### config.mk
export PLATFORM = sky130hd
export DESIGN_NAME = seq_multdiv
export DESIGN_NICKNAME = d
export VERILOG_FILES = /design/src/rtl/multdiv_pkg.sv /design/src/rtl/multdiv_counter.sv /design/src/rtl/seq_multdiv.sv
export SDC_FILE = /design/constraint.sdc
export NUM_CORES = 1
export LEC_CHECK = 0
export ABC_AREA = 1
export ABC_CLOCK_PERIOD_IN_PS = 9700
export CAP_MARGIN = 20
export CORE_AREA = 2 2 224 248
export DETAILED_ROUTE_END_ITERATION = 8
export DIE_AREA = 0 0 226 250
export HOLD_SLACK_MARGIN = 0.15
export SLEW_MARGIN = 15
export SYNTH_ARGS = -nofsm -noshare
export SYNTH_HDL_FRONTEND = slang
export SYNTH_SLANG_ARGS = --single-unit
export TNS_END_PERCENT = 30
### constraint.sdc
create_clock -name clock -period 9.7 [get_ports clock]
set_input_delay 1.94 -clock clock [delete_from_list [all_inputs] [get_ports clock]]
set_output_delay 1.94 -clock clock [all_outputs]
set_load 0.02 [all_outputs]
### src/rtl/multdiv_pkg.sv
// Shared definitions for the seq_multdiv iterative multiply/divide unit:
// FSM encoding, width defaults and Booth recode opcodes.
package multdiv_pkg;

    localparam int WIDTH_DEF = 32;
    localparam logic [WIDTH_DEF-1:0] INT_MIN = {1'b1, {(WIDTH_DEF-1){1'b0}}};

    typedef enum logic [1:0] {
        ST_IDLE = 2'd0,
        ST_MUL  = 2'd1,
        ST_DIV  = 2'd2,
        ST_DONE = 2'd3
    } state_t;

    typedef enum logic [2:0] {
        BOOTH_Z   = 3'd0,
        BOOTH_PM  = 3'd1,
        BOOTH_MM  = 3'd2,
        BOOTH_P2M = 3'd3,
        BOOTH_M2M = 3'd4
    } booth_op_t;

    // Radix-4 table; radix-2 reuses it by presenting {q0, q0, q-1}.
    function automatic booth_op_t booth_recode(input logic [2:0] bits);
        booth_op_t op;
        case (bits)
            3'b001, 3'b010: op = BOOTH_PM;
            3'b011:         op = BOOTH_P2M;
            3'b100:         op = BOOTH_M2M;
            3'b101, 3'b110: op = BOOTH_MM;
            default:        op = BOOTH_Z;
        endcase
        return op;
    endfunction

endpackage

### src/rtl/multdiv_counter.sv
// Iteration counter for seq_multdiv: sync clear, enable, saturates at the
// terminal value supplied by the caller.
module multdiv_counter #(
    parameter int CNT_W = 6
) (
    input  logic             clock,
    input  logic             reset,
    input  logic             clr_i,
    input  logic             en_i,
    input  logic [CNT_W-1:0] term_val_i,
    output logic             term_o
);

    logic [CNT_W-1:0] cnt_q;

    assign term_o = (cnt_q == term_val_i);

    always_ff @(posedge clock or negedge reset) begin
        if (!reset) begin
            cnt_q <= '0;
        end else if (clr_i) begin
            cnt_q <= '0;
        end else if (en_i && !term_o) begin
            cnt_q <= cnt_q + 1'b1;
        end
    end

endmodule

### src/rtl/seq_multdiv.sv
// Iterative signed multiply (Booth) / divide (non-restoring) unit.
// Define MULTDIV_BOOTH_RADIX4_EN to retire two multiplier bits per iteration.
module seq_multdiv
    import multdiv_pkg::*;
#(
    parameter int WIDTH = WIDTH_DEF
) (
    input  logic             clock,
    input  logic             reset,
    input  logic             ctrl_MULT,
    input  logic             ctrl_DIV,
    input  logic [WIDTH-1:0] data_operandA,
    input  logic [WIDTH-1:0] data_operandB,
    output logic [WIDTH-1:0] data_result,
    output logic             data_exception,
    output logic             data_resultRDY,
    output logic             busy,
    output state_t           dbg_state_o
);

    // Handshake: a start pulse is accepted in any state and restarts the unit;
    // data_resultRDY is a one-cycle valid with no ready (the consumer always captures).
    localparam int CNT_W = $clog2(WIDTH) + 1;
    localparam int UP_W  = WIDTH + 2;
    localparam int P_W   = 2 * WIDTH + 3;
`ifdef MULTDIV_BOOTH_RADIX4_EN
    localparam int MUL_STEP = 2;
`else
    localparam int MUL_STEP = 1;
`endif
    localparam logic [CNT_W-1:0] MUL_TERM = CNT_W'(WIDTH / MUL_STEP - 1);
    localparam logic [CNT_W-1:0] DIV_TERM = CNT_W'(WIDTH - 1);
    localparam logic [WIDTH-1:0] MIN_VAL  = INT_MIN[WIDTH_DEF-1 -: WIDTH];

    state_t           state_q;
    logic [WIDTH-1:0] result_q;
    logic             exc_q;
    logic             rdy_q;
    logic             busy_q;

    logic [WIDTH-1:0] mcand_q;
    logic [P_W-1:0]   prod_q;
    logic [WIDTH:0]   rem_q;
    logic [WIDTH-1:0] quo_q;
    logic [WIDTH-1:0] dsr_q;
    logic             neg_q;
    logic             dz_q;
    logic             ovf_q;

    logic             start;
    logic             cnt_en;
    logic             cnt_term;
    logic [CNT_W-1:0] term_val;

    assign start    = ctrl_MULT | ctrl_DIV;
    assign cnt_en   = (state_q == ST_MUL) || (state_q == ST_DIV);
    assign term_val = (state_q == ST_MUL) ? MUL_TERM : DIV_TERM;

    multdiv_counter #(
        .CNT_W(CNT_W)
    ) u_cnt (
        .clock     (clock),
        .reset     (reset),
        .clr_i     (start),
        .en_i      (cnt_en),
        .term_val_i(term_val),
        .term_o    (cnt_term)
    );

    // Booth step; the accumulator carries two guard bits so +/-2M never overflows.
    logic [2:0]         booth_bits;
    logic [UP_W-1:0]    m_ext;
    logic [UP_W-1:0]    m2_ext;
    logic [UP_W-1:0]    addend;
    logic [UP_W-1:0]    upper_sum;
    logic [P_W-1:0]     prod_d;
    logic [2*WIDTH-1:0] product;
    logic               mul_exc;

    always_comb begin
`ifdef MULTDIV_BOOTH_RADIX4_EN
        booth_bits = prod_q[2:0];
`else
        booth_bits = {prod_q[1], prod_q[1:0]};
`endif
        m_ext  = {{2{mcand_q[WIDTH-1]}}, mcand_q};
        m2_ext = {mcand_q[WIDTH-1], mcand_q, 1'b0};
        case (booth_recode(booth_bits))
            BOOTH_PM:  addend = m_ext;
            BOOTH_MM:  addend = -m_ext;
            BOOTH_P2M: addend = m2_ext;
            BOOTH_M2M: addend = -m2_ext;
            default:   addend = '0;
        endcase
        upper_sum = prod_q[P_W-1 -: UP_W] + addend;
        prod_d    = P_W'($signed({upper_sum, prod_q[WIDTH:0]}) >>> MUL_STEP);
        product   = prod_d[2*WIDTH:1];
        mul_exc   = (product[2*WIDTH-1:WIDTH] != {WIDTH{product[WIDTH-1]}});
    end

    logic [WIDTH:0]   shifted;
    logic [WIDTH:0]   rem_d;
    logic [WIDTH-1:0] quo_d;
    logic [WIDTH-1:0] div_res;

    always_comb begin
        shifted = {rem_q[WIDTH-1:0], quo_q[WIDTH-1]};
        rem_d   = rem_q[WIDTH] ? (shifted + {1'b0, dsr_q}) : (shifted - {1'b0, dsr_q});
        quo_d   = {quo_q[WIDTH-2:0], ~rem_d[WIDTH]};
        div_res = dz_q ? '0 : (neg_q ? -quo_d : quo_d);
    end

    always_ff @(posedge clock or negedge reset) begin
        if (!reset) begin
            mcand_q <= '0;
            prod_q  <= '0;
            rem_q   <= '0;
            quo_q   <= '0;
            dsr_q   <= '0;
            neg_q   <= 1'b0;
            dz_q    <= 1'b0;
            ovf_q   <= 1'b0;
        end else if (start) begin
            mcand_q <= data_operandA;
            prod_q  <= {{UP_W{1'b0}}, data_operandB, 1'b0};
            rem_q   <= '0;
            quo_q   <= data_operandA[WIDTH-1] ? -data_operandA : data_operandA;
            dsr_q   <= data_operandB[WIDTH-1] ? -data_operandB : data_operandB;
            neg_q   <= data_operandA[WIDTH-1] ^ data_operandB[WIDTH-1];
            dz_q    <= (data_operandB == '0);
            ovf_q   <= (data_operandA == MIN_VAL) && (data_operandB == '1);
        end else if (state_q == ST_MUL) begin
            prod_q <= prod_d;
        end else if (state_q == ST_DIV) begin
            rem_q <= rem_d;
            quo_q <= quo_d;
        end
    end

    // The last iteration's combinational result is captured on entry to DONE.
    always_ff @(posedge clock or negedge reset) begin
        if (!reset) begin
            state_q  <= ST_IDLE;
            result_q <= '0;
            exc_q    <= 1'b0;
            rdy_q    <= 1'b0;
            busy_q   <= 1'b0;
        end else begin
            rdy_q <= 1'b0;
            if (start) begin
                state_q <= ctrl_MULT ? ST_MUL : ST_DIV;
                busy_q  <= 1'b1;
            end else begin
                case (state_q)
                    ST_MUL: begin
                        if (cnt_term) begin
                            state_q  <= ST_DONE;
                            result_q <= product[WIDTH-1:0];
                            exc_q    <= mul_exc;
                            rdy_q    <= 1'b1;
                        end
                    end
                    ST_DIV: begin
                        if (cnt_term) begin
                            state_q  <= ST_DONE;
                            result_q <= div_res;
                            exc_q    <= dz_q | ovf_q;
                            rdy_q    <= 1'b1;
                        end
                    end
                    ST_DONE: begin
                        state_q <= ST_IDLE;
                        busy_q  <= 1'b0;
                    end
                    default: begin
                        state_q <= ST_IDLE;
                    end
                endcase
            end
        end
    end

    assign data_result    = result_q;
    assign data_exception = exc_q;
    assign data_resultRDY = rdy_q;
    assign busy           = busy_q;
    assign dbg_state_o    = state_q;

endmodule
After elaboration in Yosys (flattened, before gate mapping)

Cells that the tools add are included.

Add/sub/neg operators: 9
Bitwise logic cells: 5
Reductions and logical operators: 15
Eq/ne operators: 21
Multiplexer cells: 32

Operator list:

| kind                                                                  | number |
|---|---|
| 32-bit 2-to-1 mux                                                     | 9 |
| 34-bit case mux with 4 select lines                                   | 1 |
| 67-bit 2-to-1 mux                                                     | 2 |
| 33-bit 2-to-1 mux                                                     | 4 |
| 32-bit negation                                                       | 3 |
| 34-bit negation                                                       | 2 |
| 32-bit equality test, second input constant                           | 2 |
| 32-bit case mux with 2 select lines                                   | 1 |
| 34-bit adder                                                          | 1 |
| 33-bit by 32-bit adder with 33-bit output                             | 1 |
| 33-bit by 32-bit subtractor with 33-bit output                        | 1 |
| 32-bit zero test                                                      | 1 |
| 32-bit != test                                                        | 1 |
| 3-bit by 2-bit equality test with 1-bit output, second input constant | 4 |
| 3-bit equality test, second input constant                            | 4 |
| 6-bit 2-to-1 mux                                                      | 2 |
| 3-bit case mux with 4 select lines                                    | 1 |
| 2-bit nonzero test                                                    | 5 |
| 2-bit 2-to-1 mux                                                      | 4 |
| 1-bit 2-to-1 mux                                                      | 7 |
| 6-bit by 1-bit adder with 6-bit output, second input constant         | 1 |
| 3-bit by 1-bit equality test with 1-bit output, second input constant | 2 |
| 6-bit by 5-bit equality test with 1-bit output, second input constant | 1 |
| 2-bit OR reduction                                                    | 3 |
| other kinds (14)                                                      | 19 |

Word-level logic and storage cells: 96
Input bits: 68
Output and inout bits: 37
Bits in registers: 242

Logic depth before layout (Yosys ltp)

Depth in word-level cells: 9
Mapped depth: 35
Depth with buffers taken out: 35

Hierarchy

Synthesis repeated with hierarchy kept, for this count alone.

Cells, all modules: 2,819
Area, all modules: 19,058.3 um^2

Modules (own cells, without submodules):

| module          | area an instance (um^2) | cells an instance | seq. area each (um^2) | times used |
|---|---|---|---|---|
| seq_multdiv     | 18,554.0                | 2,741             | 5,880.6               | 1 |
| multdiv_counter | 504.2                   | 78                | 150.1                 | 1 |

Least setup slack after synthesis

No wires, ideal clock.

Kind: register to register
From: register dsr_q[2]
To: register result_q[26], in the netlist data_result[26]
Data required time: 9.623 ns
Clock period less this slack: 4.252 ns
Setup slack: 5.448 ns
Setup time: 0.077 ns
Data arrival time: 4.175 ns
Path buffers: 0
Stages on the path, launching flop included: 33
Cell sequence: dfrtp_1 -> inv_2 -> nand3_1 -> nor2_2 -> nand4_1 -> nor4_2 -> nand3_1 -> nor3_2 -> nand2_1 -> nand2_1 -> nand2_1 -> xor2_1 -> ha_1 -> nand2_1 -> nor2_1 -> nand2_1 -> inv_1 -> a21oi_4 -> nand3_2 -> nand2_4 -> ha_1 -> nand3_2 -> nor3_4 -> nand4_2 -> nor2_2 -> nand3_1 -> nand2_1 -> o21ai_1 -> nor2_2 -> inv_1 -> a21oi_1 -> o21ai_0 -> a21oi_1

Word-level cells in the longest chain between the ends: 8
Elaborated cells on any way between the ends: 9
Those cells by class: add/sub: 3; mux: 5; bitwise: 1

Ends and longest elaborated chain:

| what                                                                                                               | line               | source |
|---|---|---|
| from (decl)                                                                                                        | seq_multdiv.sv:45  | `logic [WIDTH-1:0] dsr_q;` |
| from (signal assigned)                                                                                             | seq_multdiv.sv:128 | `dsr_q <= data_operandB[WIDTH-1] ? -data_operandB : data_operandB;` |
| 33-bit by 32-bit subtractor with 33-bit output / 33-bit by 32-bit adder with 33-bit output (equally long branches) | seq_multdiv.sv:108 | `rem_d = rem_q[WIDTH] ? (shifted + {1'b0, dsr_q}) : (shifted - {1'b0, dsr_q});` |
| 33-bit 2-to-1 mux *                                                                                                | seq_multdiv.sv:108 |  |
| 1-bit inverter *                                                                                                   | seq_multdiv.sv:109 | `quo_d = {quo_q[WIDTH-2:0], ~rem_d[WIDTH]};` |
| 32-bit negation *                                                                                                  | seq_multdiv.sv:110 | `div_res = dz_q ? '0 : (neg_q ? -quo_d : quo_d);` |
| 32-bit 2-to-1 mux * (2 in series)                                                                                  | seq_multdiv.sv:110 |  |
| 32-bit 2-to-1 mux *                                                                                                | seq_multdiv.sv:164 | `if (cnt_term) begin` |
| 32-bit case mux with 2 select lines *                                                                              | seq_multdiv.sv:154 | `case (state_q)` |
| to (signal assigned)                                                                                               | seq_multdiv.sv:158 | `result_q <= product[WIDTH-1:0];` |
| to (signal assigned)                                                                                               | seq_multdiv.sv:166 | `result_q <= div_res;` |
| to (decl)                                                                                                          | seq_multdiv.sv:36  | `logic [WIDTH-1:0] result_q;` |

Every way passes the cells marked *; elsewhere a longest branch is shown, timed or not. The select of a mux whose other input is x is not followed.
A chain may end at the register's enable or synchronous reset.

Final worst setup path

From: register dsr_q[0]
To: register result_q[26], in the netlist data_result[26]

Same word-level chain as after synthesis.

==> out/metrics.cfg <==
[outcome]
status = completed

[synthesis]
synth_cells = 2752
synthesis.area_sq_um = 18700
yosysTopAreaCellShare = 0.322
synth_ff_type = dfrtp_1
postSynth.asyncResetShare = 1.00
syn_area_per_cell_sq_um = 6.80
ys_top_cells_by_area = dfrtp_1 32%, nand2_1 14%, inv_1 5.9%
ys_ff_latch = 241
synth_edf_count = 0
syn_nets = 2900
ys_seq_area_frac = 0.322
synth_area_leader_cell = dfrtp_1
ys_types = 65
yosys_warnings = 0

[worst_setup_path]
path_max_fanout = 7
crit_type = reg -> reg
crit_end = data_result[26]
r2r_slack_ps = 4650
arrival_ps = 5550
regToRegStartpoint = dsr_q[0]
startpoint_type = flip-flop
r2r_cells = 34
cp-startpoint = dsr_q[0]
end_kind = flip-flop
cp.required_ps = 10210
crit_slowest_cell = dfrtp_1
cpPeakStageDelay_ps = 380
cp_common_cell = nand2_1
reg2reg_to = data_result[26]

[global_routing]
grt_pass1_vias = 19200
antenna_found_initial = 1
grt_overflow_total = 0
grt_pass1_wl_um = 107000
track_usage = 0.242
grt_max_degree = 152

[floorplan]
rows = 90
die_h_um = 250
pin_count = 105
die_w_um = 226
initial_utilization = 0.346
die-area_sq_um = 56500
coreArea_sq_um = 54200

[clock_tree]
h-tree-depth = 1
cts_buffers = 28
cts_tree = done
root_buffer = clkbuf_16
hold_buffers = 0
clock_latency_ps = 590
clk_transition_reported_paths_ps = 60
cts-resized-gates = 0
clockBufferDepth = 3
cts_num_sinks = 241
cts_setup_buffers = 0

[run]
drv_cap = 0

[timing]
setup-tns-final_ps = 0
timing.hold.ws_ps = 488
rsz0062_at_grt = no
finalSetupViolations = 0
finClkSkew_ps = 44.9
finalCritPeriodShare = 0.520
fin_crit_ps = 5050
final_hold_viol_count = 0
max_slew_margin = 0.392
slew_violations = 0
fmax_mhz = 198
worst_slew_pin_slew_ps = 911

[final_layout]
fin_nets = 2964
syn2layout_area_growth_pct = 14.5
antennaDiodeCount = 0
area.sequential_sq_um = 6030
fin_cells = 3573
fill_cells = 5704
layout-drive-gt1-share = 0.0716
multiInputGateArea_sq_um = 11100

[routing]
viasPerCell = 5.43
drt_iter0_drc = 1520
drtPass1Iterations = 5
ant_nets = 0
finalWirelength_um = 68400
wl_per_cell_um = 19.1
drc_errors = 0
vias = 19400

[placed_design]
dp.cells = 3522
post-dp-hpwl_um = 53400
io_buffers = 104
gp_congestion = 0.960

[pwr]
ir_drop_mv = 0.134
power_leakage_uw = 0.00983
pwr_density_cell_nw_per_um2 = 156

[hold_path]
hold_path.class = reg -> reg

## how the worst min path moves through the flow
stage / end / cells after the start / slack, ps / start
4_1_cts: rem_q[19] / 2 / 490 / rem_q[19]
3_5_place_dp: rem_q[19] / 2 / 470 / rem_q[19]
5_1_grt: rem_q[4] / 1 / 520 / rem_q[4]
2_1_floorplan: rem_q[29] / 2 / 460 / rem_q[29]
3_3_place_gp: rem_q[7] / 2 / 470 / rem_q[7]
6_report: prod_q[49] / 2 / 490 / prod_q[49]
## critical path, delay by kind of cell, from the launching register on
kind	cells	cell delay, ps
buf+inv	2	180
xor+xnor	1	150
flops	1	380
simple gates	24	3080
fa+ha+maj	2	580
compound gates	5	630
## report_power, final
group | total (uW) | internal, uW | leakage [uW] | switching (uW)
Clock | 1100 | 638 | 0.000472 | 467
Combinational | 960 | 349 | 0.00635 | 611
Sequential | 1280 | 1130 | 0.00301 | 148
## per-stage QoR
step | setup WS [ps] | area [sq um] | total power [uW] | util
floorplan | 5450 | 18700 | 1820 | -
global placement | 4410 | 20500 | 2240 | 0.378
detailed placement | 4340 | 20500 | 2240 | 0.378
CTS | 4620 | 21400 | 3370 | 0.396
global route | 3950 | 21400 | 3510 | 0.396
finish | 4650 | 21400 | 3340 | 0.396
## Yosys cell counts, types with 7 or more instances
cell / n
nand3b_1: 17
a21oi_1: 165
buf_1: 8
nor2_1: 293
nor4_1: 19
a221o_1: 17
o221ai_1: 14
o21ai_1: 17
nand4_1: 43
nor2_2: 18
nand3_2: 15
or2_2: 12
o21bai_1: 7
buf_2: 8
o22ai_1: 7
a22oi_1: 11
nor3_2: 7
inv_2: 22
inv_1: 293
clkbuf_1: 66
ha_1: 78
nand3_1: 180
nand2_1: 706
nor2_4: 8
xor2_1: 44
o21ai_0: 206
a31oi_1: 41
a21o_1: 10
nor3_1: 47
o31ai_1: 13
o211ai_1: 21
nand2_2: 19
dfrtp_1: 241
## layout make-up
type / count / share of cell area
Tap cell: 736 / 0.0429
Multi-Input combinational cell: 2106 / 0.519
Clock buffer: 36 / 0.0373
Sequential cell: 241 / 0.281
Timing Repair Buffer: 123 / 0.0567
Clock inverter: 15 / 0.00729
Inverter: 316 / 0.0554
## cells by family after synthesis
group	after synthesis	synth area share
flops	241	0.322
buf+inv	405	0.0848
simple gates	1402	0.333
fa+ha+maj	80	0.0543
xor+xnor	50	0.0234
compound gates	574	0.182
## cells in the final DEF (no fill, tap or decap), types with 7 or more instances in the layout
cell | netlist | routed
nor4_1 | 19 | 19
clkbuf_8 | 4 | 7
inv_2 | 22 | 23
clkbuf_16 | 0 | 28
nand4_1 | 43 | 43
o211ai_1 | 21 | 21
xor2_1 | 44 | 44
o21ai_0 | 206 | 206
nor2_4 | 8 | 11
o22ai_1 | 7 | 7
a21oi_1 | 165 | 165
clkdlybuf4s50_1 | 0 | 103
nand2_2 | 19 | 19
nand2_1 | 706 | 706
inv_1 | 293 | 291
o21ai_1 | 17 | 17
clkinv_2 | 0 | 7
nand3_2 | 15 | 15
nor3_2 | 7 | 7
nand3_1 | 180 | 180
buf_4 | 1 | 16
a221o_1 | 17 | 17
o221ai_1 | 14 | 14
nor2_1 | 293 | 289
a21o_1 | 10 | 10
nand3b_1 | 17 | 17
o21bai_1 | 7 | 7
nor3_1 | 47 | 47
a31oi_1 | 41 | 41
a22oi_1 | 11 | 11
dfrtp_1 | 241 | 241
o31ai_1 | 13 | 13
or2_2 | 12 | 12
nor2_2 | 18 | 19
ha_1 | 78 | 78
## routing by layer
| layer | GRT usage | routed length (um) | up-vias |
|---|---|---|---|
| li1 | - | - | 9381 |
| met1 | 0.295 | 27700 | 9173 |
| met2 | 0.424 | 33600 | 697 |
| met3 | 0.0244 | 3480 | 160 |
| met4 | 0.114 | 3560 | 2 |
| met5 | 0 | 11 | - |
## state kept, by name (all words and copies together) (netlist names), 2 cells and up
signal and flops:
data_result 32, dsr_q 32, mcand_q 32, rem_q 33
prod_q 66, dbg_state_o 2, quo_q 32, u_cnt.cnt_q 6
(Power assumes the default switching activity.)
